**src/rtl/sram_arbiter.sv**
```systemverilog
// Two-client (U = update path, S = shifter) arbiter onto one SRAM read/write port, with an
// owner-tag FIFO steering in-order read data. Define SRAM_ARB_RR_EN for round-robin clients.
module sram_arbiter #(
  parameter int unsigned SRAM_ADDR_WIDTH = 19,
  parameter int unsigned SRAM_DATA_WIDTH = 72,
  parameter int unsigned TAG_DEPTH_BITS  = 3
) (
  input  logic                       clk,
  input  logic                       reset,
  input  logic                       upd_rd_req,
  input  logic [SRAM_ADDR_WIDTH-1:0] upd_rd_addr,
  output logic                       upd_rd_ack,
  output logic [SRAM_DATA_WIDTH-1:0] upd_rd_data,
  output logic                       upd_rd_vld,
  input  logic                       upd_wr_req,
  input  logic [SRAM_ADDR_WIDTH-1:0] upd_wr_addr,
  input  logic [SRAM_DATA_WIDTH-1:0] upd_wr_data,
  output logic                       upd_wr_ack,
  input  logic                       shi_rd_req,
  input  logic [SRAM_ADDR_WIDTH-1:0] shi_rd_addr,
  output logic                       shi_rd_ack,
  output logic [SRAM_DATA_WIDTH-1:0] shi_rd_data,
  output logic                       shi_rd_vld,
  input  logic                       shi_wr_req,
  input  logic [SRAM_ADDR_WIDTH-1:0] shi_wr_addr,
  input  logic [SRAM_DATA_WIDTH-1:0] shi_wr_data,
  output logic                       shi_wr_ack,
  output logic                       sram_rd_req,
  output logic [SRAM_ADDR_WIDTH-1:0] sram_rd_addr,
  input  logic                       sram_rd_ack,
  input  logic [SRAM_DATA_WIDTH-1:0] sram_rd_data,
  input  logic                       sram_rd_vld,
  output logic                       sram_wr_req,
  output logic [SRAM_ADDR_WIDTH-1:0] sram_wr_addr,
  output logic [SRAM_DATA_WIDTH-1:0] sram_wr_data,
  input  logic                       sram_wr_ack,
  output logic                       arb_err
);

  localparam int unsigned TagDepth = 1 << TAG_DEPTH_BITS;
  localparam int unsigned CntW     = TAG_DEPTH_BITS + 1;
  localparam logic [TAG_DEPTH_BITS-1:0] PtrOne  = 1;
  localparam logic [CntW-1:0]           CntFull = CntW'(TagDepth);

  typedef enum logic [1:0] {StIdle, StWaitRd, StWaitWr} state_e;

  // Channel index: bit 0 = write, bit 1 = client S.
  logic [3:0]                 req_in;
  logic [SRAM_ADDR_WIDTH-1:0] addr_in [4];

  state_e                     state_q, state_d;
  logic [3:0]                 pend_q, pend_d;
  logic [SRAM_ADDR_WIDTH-1:0] addr_q [4];
  logic [SRAM_ADDR_WIDTH-1:0] addr_d [4];
  logic [SRAM_DATA_WIDTH-1:0] wdata_q [2];
  logic [SRAM_DATA_WIDTH-1:0] wdata_d [2];
  logic [1:0]                 cur_q, cur_d;
  logic                       err_q, err_d;
  logic                       tag_q [TagDepth];
  logic                       tag_d [TagDepth];
  logic [TAG_DEPTH_BITS-1:0]  wptr_q, wptr_d, rptr_q, rptr_d;
  logic [CntW-1:0]            cnt_q, cnt_d;

  logic                       rd_req_q, rd_req_d, wr_req_q, wr_req_d;
  logic [SRAM_ADDR_WIDTH-1:0] rd_addr_q, rd_addr_d, wr_addr_q, wr_addr_d;
  logic [SRAM_DATA_WIDTH-1:0] wr_data_q, wr_data_d;
  logic [3:0]                 ack_q, ack_d;
  logic [1:0]                 vld_q, vld_d;
  logic [SRAM_DATA_WIDTH-1:0] rdata_q [2];
  logic [SRAM_DATA_WIDTH-1:0] rdata_d [2];

`ifdef SRAM_ARB_RR_EN
  logic                       rr_q, rr_d;
`endif

  logic       full, push, pop, gnt_found;
  logic [1:0] gnt_ch, idx;
  logic [3:0] elig;

  assign req_in     = {shi_wr_req, shi_rd_req, upd_wr_req, upd_rd_req};
  assign addr_in[0] = upd_rd_addr;
  assign addr_in[1] = upd_wr_addr;
  assign addr_in[2] = shi_rd_addr;
  assign addr_in[3] = shi_wr_addr;

  always_comb begin
    state_d   = state_q;
    pend_d    = pend_q;
    addr_d    = addr_q;
    wdata_d   = wdata_q;
    cur_d     = cur_q;
    err_d     = err_q;
    tag_d     = tag_q;
    wptr_d    = wptr_q;
    rptr_d    = rptr_q;
    rd_req_d  = 1'b0;
    wr_req_d  = 1'b0;
    rd_addr_d = rd_addr_q;
    wr_addr_d = wr_addr_q;
    wr_data_d = wr_data_q;
    ack_d     = '0;
    vld_d     = '0;
    rdata_d   = rdata_q;
    push      = 1'b0;
    pop       = 1'b0;
    gnt_found = 1'b0;
    gnt_ch    = '0;
    idx       = '0;
`ifdef SRAM_ARB_RR_EN
    rr_d      = rr_q;
`endif

    // Capture; a pulse on a channel that is already pending is a protocol error.
    for (int i = 0; i < 4; i++) begin
      if (req_in[i]) begin
        if (pend_q[i]) begin
          err_d = 1'b1;
        end else begin
          pend_d[i] = 1'b1;
          addr_d[i] = addr_in[i];
        end
      end
    end
    if (upd_wr_req && !pend_q[1]) wdata_d[0] = upd_wr_data;
    if (shi_wr_req && !pend_q[3]) wdata_d[1] = shi_wr_data;

    // Same-cycle captures are eligible so an idle arbiter grants on the next edge.
    full = (cnt_q == CntFull);
    elig = pend_d;
    if (full) begin
      elig[0] = 1'b0;
      elig[2] = 1'b0;
    end
    for (int i = 0; i < 4; i++) begin
`ifdef SRAM_ARB_RR_EN
      idx = 2'(i) + {rr_q, 1'b0};
`else
      idx = 2'(i);
`endif
      if (!gnt_found && elig[idx]) begin
        gnt_found = 1'b1;
        gnt_ch    = idx;
      end
    end

    unique case (state_q)
      StIdle: begin
        if (gnt_found) begin
          cur_d = gnt_ch;
`ifdef SRAM_ARB_RR_EN
          rr_d  = ~gnt_ch[1];
`endif
          if (!gnt_ch[0]) begin
            rd_req_d  = 1'b1;
            rd_addr_d = addr_d[gnt_ch];
            push      = 1'b1;
            state_d   = StWaitRd;
          end else begin
            wr_req_d  = 1'b1;
            wr_addr_d = addr_d[gnt_ch];
            wr_data_d = wdata_d[gnt_ch[1]];
            state_d   = StWaitWr;
          end
        end
      end
      StWaitRd: begin
        if (sram_rd_ack) begin
          pend_d[cur_q] = 1'b0;
          ack_d[cur_q]  = 1'b1;
          state_d       = StIdle;
        end
      end
      StWaitWr: begin
        if (sram_wr_ack) begin
          pend_d[cur_q] = 1'b0;
          ack_d[cur_q]  = 1'b1;
          state_d       = StIdle;
        end
      end
      default: state_d = StIdle;
    endcase

    if (push) begin
      tag_d[wptr_q] = gnt_ch[1];
      wptr_d        = wptr_q + PtrOne;
    end

    // Read data with no outstanding tag has no owner: drop it and flag.
    if (sram_rd_vld) begin
      if (cnt_q == '0) begin
        err_d = 1'b1;
      end else begin
        pop                     = 1'b1;
        vld_d[tag_q[rptr_q]]    = 1'b1;
        rdata_d[tag_q[rptr_q]]  = sram_rd_data;
        rptr_d                  = rptr_q + PtrOne;
      end
    end
    cnt_d = cnt_q + CntW'(push) - CntW'(pop);
  end

  always_ff @(posedge clk or negedge reset) begin
    if (!reset) begin
      state_q   <= StIdle;
      pend_q    <= '0;
      cur_q     <= '0;
      err_q     <= 1'b0;
      wptr_q    <= '0;
      rptr_q    <= '0;
      cnt_q     <= '0;
      rd_req_q  <= 1'b0;
      wr_req_q  <= 1'b0;
      rd_addr_q <= '0;
      wr_addr_q <= '0;
      wr_data_q <= '0;
      ack_q     <= '0;
      vld_q     <= '0;
      for (int i = 0; i < 4; i++) addr_q[i] <= '0;
      for (int i = 0; i < 2; i++) begin
        wdata_q[i] <= '0;
        rdata_q[i] <= '0;
      end
      for (int i = 0; i < TagDepth; i++) tag_q[i] <= 1'b0;
`ifdef SRAM_ARB_RR_EN
      rr_q      <= 1'b0;
`endif
    end else begin
      state_q   <= state_d;
      pend_q    <= pend_d;
      cur_q     <= cur_d;
      err_q     <= err_d;
      wptr_q    <= wptr_d;
      rptr_q    <= rptr_d;
      cnt_q     <= cnt_d;
      rd_req_q  <= rd_req_d;
      wr_req_q  <= wr_req_d;
      rd_addr_q <= rd_addr_d;
      wr_addr_q <= wr_addr_d;
      wr_data_q <= wr_data_d;
      ack_q     <= ack_d;
      vld_q     <= vld_d;
      addr_q    <= addr_d;
      wdata_q   <= wdata_d;
      rdata_q   <= rdata_d;
      tag_q     <= tag_d;
`ifdef SRAM_ARB_RR_EN
      rr_q      <= rr_d;
`endif
    end
  end

  assign sram_rd_req  = rd_req_q;
  assign sram_rd_addr = rd_addr_q;
  assign sram_wr_req  = wr_req_q;
  assign sram_wr_addr = wr_addr_q;
  assign sram_wr_data = wr_data_q;
  assign upd_rd_ack   = ack_q[0];
  assign upd_wr_ack   = ack_q[1];
  assign shi_rd_ack   = ack_q[2];
  assign shi_wr_ack   = ack_q[3];
  assign upd_rd_vld   = vld_q[0];
  assign shi_rd_vld   = vld_q[1];
  assign upd_rd_data  = rdata_q[0];
  assign shi_rd_data  = rdata_q[1];
  assign arb_err      = err_q;

endmodule

```
**config.mk**
```make
export PLATFORM = sky130hd
export DESIGN_NAME = sram_arbiter
export DESIGN_NICKNAME = d
export VERILOG_FILES = /design/src/rtl/sram_arbiter.sv
export SDC_FILE = /design/constraint.sdc
export NUM_CORES = 1
export LEC_CHECK = 0
export CORE_MARGIN = 2
export CORE_UTILIZATION = 35
export DETAILED_ROUTE_END_ITERATION = 10
export GPL_TIMING_DRIVEN = 1
export SYNTH_ARGS = -nofsm -noshare
export SYNTH_HDL_FRONTEND = slang
export SYNTH_SLANG_ARGS = --single-unit
```
**constraint.sdc**
```tcl
create_clock -name clk -period 3.36 [get_ports clk]
set_input_delay 0.672 -clock clk [delete_from_list [all_inputs] [get_ports clk]]
set_output_delay 0.672 -clock clk [all_outputs]
set_load 0.02 [all_outputs]
```
=== Word level (Yosys, flattened, before mapping) ===
Index checks and enable logic that the tools add are counted.

* Register bits after elaboration: 509
* Latch bits: 0
* Bits in writable memories: 0
* ROM bits: 0
* Bits of input ports: 301
* Output and inout bits: 263
* Word-level logic and storage cells: 154
* Memories: 0

* Add/subtract/negate cells: 4
* Multipliers: 0
* Div/mod/pow operators: 0
* Magnitude comparators: 11
* Eq/ne operators: 6
* Shift operators: 0
* Multiplexer cells: 73
* Bitwise logic cells: 9
* Reductions and logical operators: 21

{| class="wikitable"
|+ Operator list
! kind !! number
|-
| 72-bit 2-to-1 mux || 6
|-
| 19-bit 2-to-1 mux || 10
|-
| 144-bit bitwise mux || 1
|-
| 72-bit demux with 1-bit select || 1
|-
| 19-bit binary-select mux with 2-bit select || 1
|-
| 1-bit 2-to-1 mux || 34
|-
| 2-bit 2-to-1 mux || 8
|-
| 4-bit 2-to-1 mux || 4
|-
| 4-bit case mux with 2 select lines || 2
|-
| 1-bit logical AND || 9
|-
| 3-bit AND reduction || 3
|-
| 8-bit bitwise mux || 1
|-
| 4-bit >= comparator (second input constant) || 2
|-
| 3-bit inverter with 4-bit output || 2
|-
| 3-bit by 1-bit adder with 3-bit output (second input constant) || 2
|-
| 2-bit != test (second input constant) || 3
|-
| 2-bit case mux with 3 select lines || 1
|-
| 1-bit logical NOT || 5
|-
| 4-bit by 1-bit adder with 4-bit output || 1
|-
| 4-bit AND || 1
|-
| 4-bit == test (second input constant) || 1
|-
| 2-bit >= comparator (second input constant) || 2
|-
| 4-bit logical NOT || 1
|-
| 4-bit by 1-bit < comparator with 1-bit output (second input constant) || 1
|-
| other kinds (19) || 22
|}

=== Depth between registers and ports, before layout ===
* Depth after elaboration: 17
* Depth in mapped cells: 13
* Mapped depth without buffers: 11

=== Least setup slack after synthesis ===
OpenSTA, ideal clock, no wires.

* Path kind: register to register
* From: register cnt_q[2]
* To: register cnt_q[2]
* Setup time: 0.123 ns
* Data arrival time: 2.733 ns
* Slack: 0.505 ns
* Stages on the path, launching flop included: 14
* Clock period less this slack: 2.855 ns
* Cells stage by stage: dfrtp_1 -> inv_1 -> ha_1 -> or3b_1 -> and3_1 -> o21ai_2 -> buf_2 -> buf_2 -> ha_1 -> inv_1 -> ha_1 -> inv_1 -> fa_1 -> xnor2_1

* Word-level cells in the longest chain between the ends: 17

{| class="wikitable"
|+ RTL lines
! what !! RTL line !! source
|-
| start, declared || 62 || <nowiki>logic [CntW-1:0] cnt_q, cnt_d;</nowiki>
|-
| start signal, assigned || 234 || <nowiki>cnt_q <= cnt_d;</nowiki>
|-
| 4-bit == test || 128 || <nowiki>full = (cnt_q == CntFull);</nowiki>
|-
| 1-bit 2-to-1 mux || 130 || <nowiki>if (full) begin</nowiki>
|-
| 1-bit 2-to-1 mux || 140 || <nowiki>if (!gnt_found && elig[idx]) begin</nowiki>
|-
| 1-bit logical NOT || 140 ||
|-
| 1-bit logical AND || 140 ||
|-
| 1-bit 2-to-1 mux || 140 ||
|-
| 1-bit logical NOT || 140 ||
|-
| 1-bit logical AND || 140 ||
|-
| (+2 left out) || n/a ||
|-
| 1-bit logical AND || 140 ||
|-
| 2-bit 2-to-1 mux || 140 ||
|-
| 1-bit 2-to-1 mux || 153 || <nowiki>if (!gnt_ch[0]) begin</nowiki>
|-
| 1-bit 2-to-1 mux || 148 || <nowiki>if (gnt_found) begin</nowiki>
|-
| 1-bit 2-to-1 mux || 146 || <nowiki>unique case (state_q)</nowiki>
|-
| 4-bit by 1-bit adder with 4-bit output || 199 || <nowiki>cnt_d = cnt_q + CntW'(push) - CntW'(pop);</nowiki>
|-
| 4-bit by 1-bit subtractor with 4-bit output * || 199 ||
|-
| via cnt_d[2] || 62 ||
|}

The timed path passes the listed nets; every way through them passes the cells marked *.
A chain may end at the register's enable or synchronous reset.

=== Final worst setup path ===
* From: register cnt_q[2]
* To: register tag_q[2] (netlist name)

* Word-level cells in the longest chain between the ends: 15

{| class="wikitable"
|+ RTL lines
! what !! RTL line !! source
|-
| 4-bit == test * || 128 ||
|-
| 1-bit 2-to-1 mux || 130 ||
|-
| 1-bit 2-to-1 mux || 140 ||
|-
| 1-bit logical NOT || 140 ||
|-
| 1-bit logical AND || 140 ||
|-
| 1-bit 2-to-1 mux || 140 ||
|-
| 1-bit logical NOT || 140 ||
|-
| 1-bit logical AND || 140 ||
|-
| 1-bit 2-to-1 mux || 140 ||
|-
| 1-bit logical NOT || 140 ||
|-
| 1-bit logical AND || 140 ||
|-
| 2-bit 2-to-1 mux || 140 ||
|-
| 1-bit 2-to-1 mux || 153 ||
|-
| 1-bit 2-to-1 mux * || 148 ||
|-
| 1-bit 2-to-1 mux * || 146 ||
|-
| via push || 76 || <nowiki>logic full, push, pop, gnt_found;</nowiki>
|-
| end signal, assigned || 245 || <nowiki>tag_q <= tag_d;</nowiki>
|-
| end, declared || 59 || <nowiki>logic tag_q [TagDepth];</nowiki>
|}

Marks and branches as above.

==> results.json <==
{
  "cts_hold_buf": 0,
  "grt_antenna_before_repair": 10,
  "hpwl_um": 43900,
  "cp_slowest_stage_delay_ns": 0.47,
  "worst_slack_ns": 0.571,
  "drt_iter0_drc": 631,
  "dieHeight_um": 249,
  "grt_max_degree": 74,
  "outcome": "finished clean",
  "pre_cts_ws_ns": 0.267,
  "rows": 89,
  "p_leak_nw": 13.2,
  "reg2reg_depth": 9,
  "ys_seq_area_share_pct": 60.6,
  "final_cell_mix": "clkdlybuf4s50_1 (562), dfrtp_1 (509), mux2_2 (283)",
  "dp.cells": 2807,
  "min_period_ns": 2.79,
  "ir_drop_mv": 0.485,
  "cp_top_family": "simple AND/OR/NAND/NOR gates",
  "criticalPathCategory": "register to register",
  "cts_resized": 0,
  "crit_required_ns": 3.85,
  "clkPwrFrac_pct": 20.3,
  "syn_nets": 1816,
  "synth_warnings": 0,
  "syn_avg_cell_area_um2": 14.0,
  "ant_nets": 0,
  "htreeDepth": 2,
  "dr.pass1.iters": 5,
  "track_usage_pct": 19.4,
  "die_w_um": 249,
  "grt_pass1_vias": 15300,
  "synth-seq-cells": 509,
  "whs_ns": 0.0625,
  "cts_buffers": 56,
  "critPathArrivalTime_ns": 3.28,
  "grt_overflow": 0,
  "skew_ns": 0.0345,
  "max_freq_ghz": 0.358,
  "crit_top_cell": "inv_1",
  "num_vias": 14100,
  "timing.setup.tns_ns": 0,
  "cts_setup_buffers": 0,
  "cts_buffer_depth": 3,
  "crit_fanout": 49,
  "final_area_um2": 29600,
  "pwr-share-seq_pct": 35.6,
  "cp-start-kind": "register",
  "rrSetupSlack_ns": 0.57,
  "crit_path_cell_trace": "inv_1, ha_1, or3b_1, and3_1, o21ai_4, buf_4, inv_1, nand4b_1, mux2_2",
  "internal-power_w": 0.0192,
  "maxCapViolCount": 0,
  "hold_path.class": "input port to asynchronous set/reset pin",
  "tritoncts": "yes",
  "vias_per_cell": 4.85,
  "tightest_slew_ns": 0.792,
  "setup_viol": 0,
  "io_buffers": 563,
  "wl_um": 60500,
  "reg2reg_from": "cnt_q[2]$_DFF_PN0_",
  "core-area_um2": 59200,
  "clk_pin_slew_ns": 0.06,
  "async_reset_ff_share_pct": 100,
  "place_congestion": 0.817,
  "routedWlPerCell_um": 20.8,
  "r2r_end": "tag_q[2]$_DFFE_PN0P_",
  "synth_edf_count": 0,
  "crit_path_top_delay_cell": "or3b_1",
  "fin_cells": 2915,
  "switching_share_pct": 35.0,
  "finalHoldViolCount": 0,
  "nNetsFinal": 2405,
  "drc": 0,
  "yosys_most_used_dff": "dfrtp_1",
  "layout-drive-gt1-share_pct": 23.8,
  "clk_latency_ns": 0.61,
  "crit_path_end_kind": "register",
  "dieArea_um2": 62100,
  "cts_root_buf": "clkbuf_16",
  "nFillCells": 5179,
  "p_per_area_nw_per_um2": 1000,
  "area_delta_synth_final_pct": 40.7,
  "netlist-cell-type-count": 49,
  "drv_slew": 0,
  "synth_area_um2": 21000,
  "share_comb_of_total_power_pct": 44.1,
  "layout_commonest_cell": "clkdlybuf4s50_1",
  "start_util_pct": 35.5,
  "p_switching_w": 0.0104,
  "slew_headroom_pct": 46.9,
  "cts.sinks": 509,
  "synthCells": 1503,
  "critPathBufInv": 3,
  "placed_area_um2": 27800,
  "io-pin-count": 564,
  "rsz0062_at_grt": "false",
  "fin_crit_sh_pct": 83.0,
  "grt_pass1_wl_um": 93900
}
[power groups by stage]
stage,Sequential (W),Clock [W],Combinational (W)
CTS,0.0106,0.00619,0.0133
finish,0.0105,0.00601,0.0131
detailed placement,0.0106,0,0.0132
global placement,0.0105,0,0.0130
floorplan,0.0121,0,0.00620
global route,0.0109,0.00648,0.0141
[worst max path at each step]
stage	cells past startpoint	start	end
CTS	9	cnt_q[2]$_DFF_PN0_	tag_q[2]$_DFFE_PN0P_
floorplan	13	cnt_q[2]$_DFF_PN0_	cnt_q[2]$_DFF_PN0_
global placement	8	shi_rd_req	tag_q[2]$_DFFE_PN0P_
finish	9	cnt_q[2]$_DFF_PN0_	tag_q[2]$_DFFE_PN0P_
global route	9	cnt_q[2]$_DFF_PN0_	tag_q[2]$_DFFE_PN0P_
detailed placement	8	shi_rd_req	tag_q[2]$_DFFE_PN0P_
[metal layers]
metal	up-vias	part of all wire (%)	global-route usage, %
met1	7089	41	23.4
met4	10	2.1	5.28
met2	427	49	33.1
li1	6509	-	-
met5	-	0.12	0
met3	89	8.2	6.62
[cells in the mapped netlist, types with 3 or more instances]
library cell	n	area (um^2)
ha_1	11	138
dfrtp_1	509	12700
mux2_4	69	1040
buf_2	39	195
o22ai_1	39	244
clkbuf_1	28	105
and3_1	3	18.8
nand2b_1	4	25.0
a22oi_1	3	22.5
buf_4	6	45.0
o221ai_1	19	166
nand3_1	4	20.0
a21oi_1	16	80.1
o21ai_1	19	95.1
xnor2_1	4	35.0
nor2_1	10	37.5
buf_12	8	160
o21ai_0	94	470
inv_1	33	124
mux2_2	283	3190
buf_6	7	78.8
nand2_1	147	552
mux2i_1	111	1110
[cell type report]
cell class	count	area (um^2)	share of cell area, %
multi-input combinational	870	7640	25.8
sequential	509	12700	43.0
tap	773	967	3.27
clock buffer	92	1750	5.91
timing repair buffer	620	6280	21.2
inverter	35	131	0.444
antenna	5	12.5	0.0423
clock inverter	11	75.1	0.254
[per-stage QoR]
stage	util, %	total power (W)
2_1_floorplan	-	0.0183
3_3_place_gp	46.8	0.0235
3_5_place_dp	46.8	0.0239
4_1_cts	49.9	0.0300
5_1_grt	49.9	0.0315
6_report	49.9	0.0296
[worst register-to-register path, stage by stage (launching register included)]
cell	delay, ns
dfrtp_1	0.36
inv_1	0.10
ha_1	0.22
or3b_1	0.47
and3_1	0.22
o21ai_4	0.13
buf_4	0.46
inv_1	0.22
nand4b_1	0.15
mux2_2	0.34
[sequential cells by signal, indices dropped and copies added (netlist names), 3 cells and up]
name / cells
wdata_q: 144
addr_q: 76
shi_rd_data: 72
sram_wr_data: 72
upd_rd_data: 72
sram_rd_addr: 19
sram_wr_addr: 19
tag_q: 8
ack_q: 4
cnt_q: 4
pend_q: 4
rptr_q: 3
wptr_q: 3
[cells by family (layout without fill, tap and decap cells)]
logic type      after synthesis  in the layout  synth area share, %
compound gates              204            204                 5.68
xor+xnor                      6              6                0.250
fa+ha+maj                    12             12                0.750
buf+inv                     124            758                 3.42
flops                       509            509                 60.6
mux                         466            466                 25.7
other cells                   0              5                    0
simple gates                182            182                 3.61
(Power assumes the default switching activity.)
==> RTL edit, RTL diff (same settings) <==
The parameter `TAG_DEPTH_BITS` goes from 3 to 4.
--- a/src/rtl/sram_arbiter.sv
+++ b/src/rtl/sram_arbiter.sv
@@ -5,3 +5,3 @@
   parameter int unsigned SRAM_DATA_WIDTH = 72,
-  parameter int unsigned TAG_DEPTH_BITS  = 3
+  parameter int unsigned TAG_DEPTH_BITS  = 4
 ) (
Function: not settled (the Yosys comparison gave no result); the edit may change what the design does.
==> RTL edit against the original RTL <==
Fmax up 0.48%; largest cell class unchanged; routed wire length up 0.55%; sequential cell count up 11; critical path depth unchanged; power up 5.2%; hold slack better by 38 ps; area after synthesis up 1.9%; cell area up 2.0%; worst setup slack better by 13 ps; via count up 4.0%; utilization about the same.
==> RTL edit: results (changes against the original RTL) <==
Route
  – DRT iter0 DRCs: 668 (+5.9%)
  – Total wire length: 60.8 mm (+0.55%)
  – Pre-antenna DRT Iters: 6 (+1)
  – DR vias/cell: 4.92 (+1.5%)

Power and ir drop
  – Peak supply drop: 0.591 mV (+22%)
  – P_sw: 0.0109 W (+5.2%)
  – Gate power share: 0.450 (+0.009)
  – Int Pwr: 0.0202 W (+5.1%)
  – P_leak: 13.2 nW (+0.59%)
  – Clock group: 0.00630 W (+4.8%)

Worst setup path
  – Crit-path max cell delay: 680 ps (+210 ps)
  – Crit-path slowest cell: nor2_1
  – Crit path max fanout: 21 (-57%)
  – Worst r2r dst: sram_rd_addr[8]$_DFFE_PN0P_

Yosys
  – Multiplexer area fraction after synthesis: 0.235 (-0.0220)
  – Post-synthesis compound-gate area fraction: 0.0704 (+0.0136)
  – Adder-Cell Fraction of Synth Area: 0.00911 (+0.00161)
  – Synthesized net count: 1,889 (+4.0%)
  – Dominant cells by area after synthesis: dfrtp_1 (61%), mux2_2 (19%), mux2i_1 (3.7%)
  – Netlist cell types: 53 (+8.2%)
  – XOR/XNOR Fraction of Synth Area: 0.00409 (+0.00159)
  – Commonest cells post-synth: dfrtp_1 (520), mux2_2 (355), nand2_1 (145)

GRT
  – Vias in the first global route: 15,600 (+1.8%)
  – First-pass GRT wire length: 93.8 mm (-0.14%)
  – Met3 usage: 0.0648 (-0.00146)
  – Pin count of the biggest net entering global routing: 90 (+22%)
  – All-Layer GR Usage: 0.191 (-0.00366)
  – Met1 usage: 0.239 (+0.00532)
  – Initial antenna violation count: 12 (+2)
  – Met2 GRT Util: 0.316 (-0.0155)

Timing
  – Setup ws final: 584 ps (+13.4 ps)
  – Clk_skew: 9.77 ps (-24.8 ps)
  – Hold_ws: 101 ps (+38.4 ps)

Final layout
  – Finished Layout Cells: 2,987 (+2.5%)
  – Final net count: 2,472 (+2.8%)
  – Layout cells sized above 1: 0.244 (+0.00672)

Placed design
  – Placement Cell Area: 28,300 µm² (+1.9%)
  – Dpl hpwl: 44.4 mm (+1.1%)
  – Dpl ws: 138 ps (-129 ps)
  – Dpl cells: 2,880 (+2.6%)

Clock network
  – Clk_lat worst skew: 590 ps (-20 ps)

Run status
  – Status: completed
## RTL edit: changes by cell type after synthesis, sizes merged, moves of 5 or more
| cell | unedited run | this run |
|---|---|---|
| clkbuf | 28 | 53 |
| nand3 | 4 | 20 |
| buf | 61 | 44 |
| mux2i | 112 | 79 |
| o22ai | 39 | 20 |
| nand2b | 4 | 24 |
| xnor2 | 4 | 9 |
| inv | 33 | 17 |
| mux2 | 352 | 377 |
| o221a | 0 | 19 |
| a21o | 1 | 20 |
| dfrtp | 509 | 520 |
## RTL edit: cell type report
class | count | area, µm²
Multi-Input combinational cell | 938 | 7890
Tap cell | 782 | 978
Clock inverter | 24 | 294
Antenna cell | 4 | 10.0
Sequential cell | 520 | 13000
Timing Repair Buffer | 622 | 6350
Fill cell | 5227 | 30300
Inverter | 18 | 67.6
Clock buffer | 79 | 1600
## RTL edit: layer usage
layer | vias to the layer above | wire (µm)
met5 | - | 117
met4 | 18 | 1080
met3 | 78 | 5170
met2 | 468 | 29400
met1 | 7384 | 25100
li1 | 6743 | -
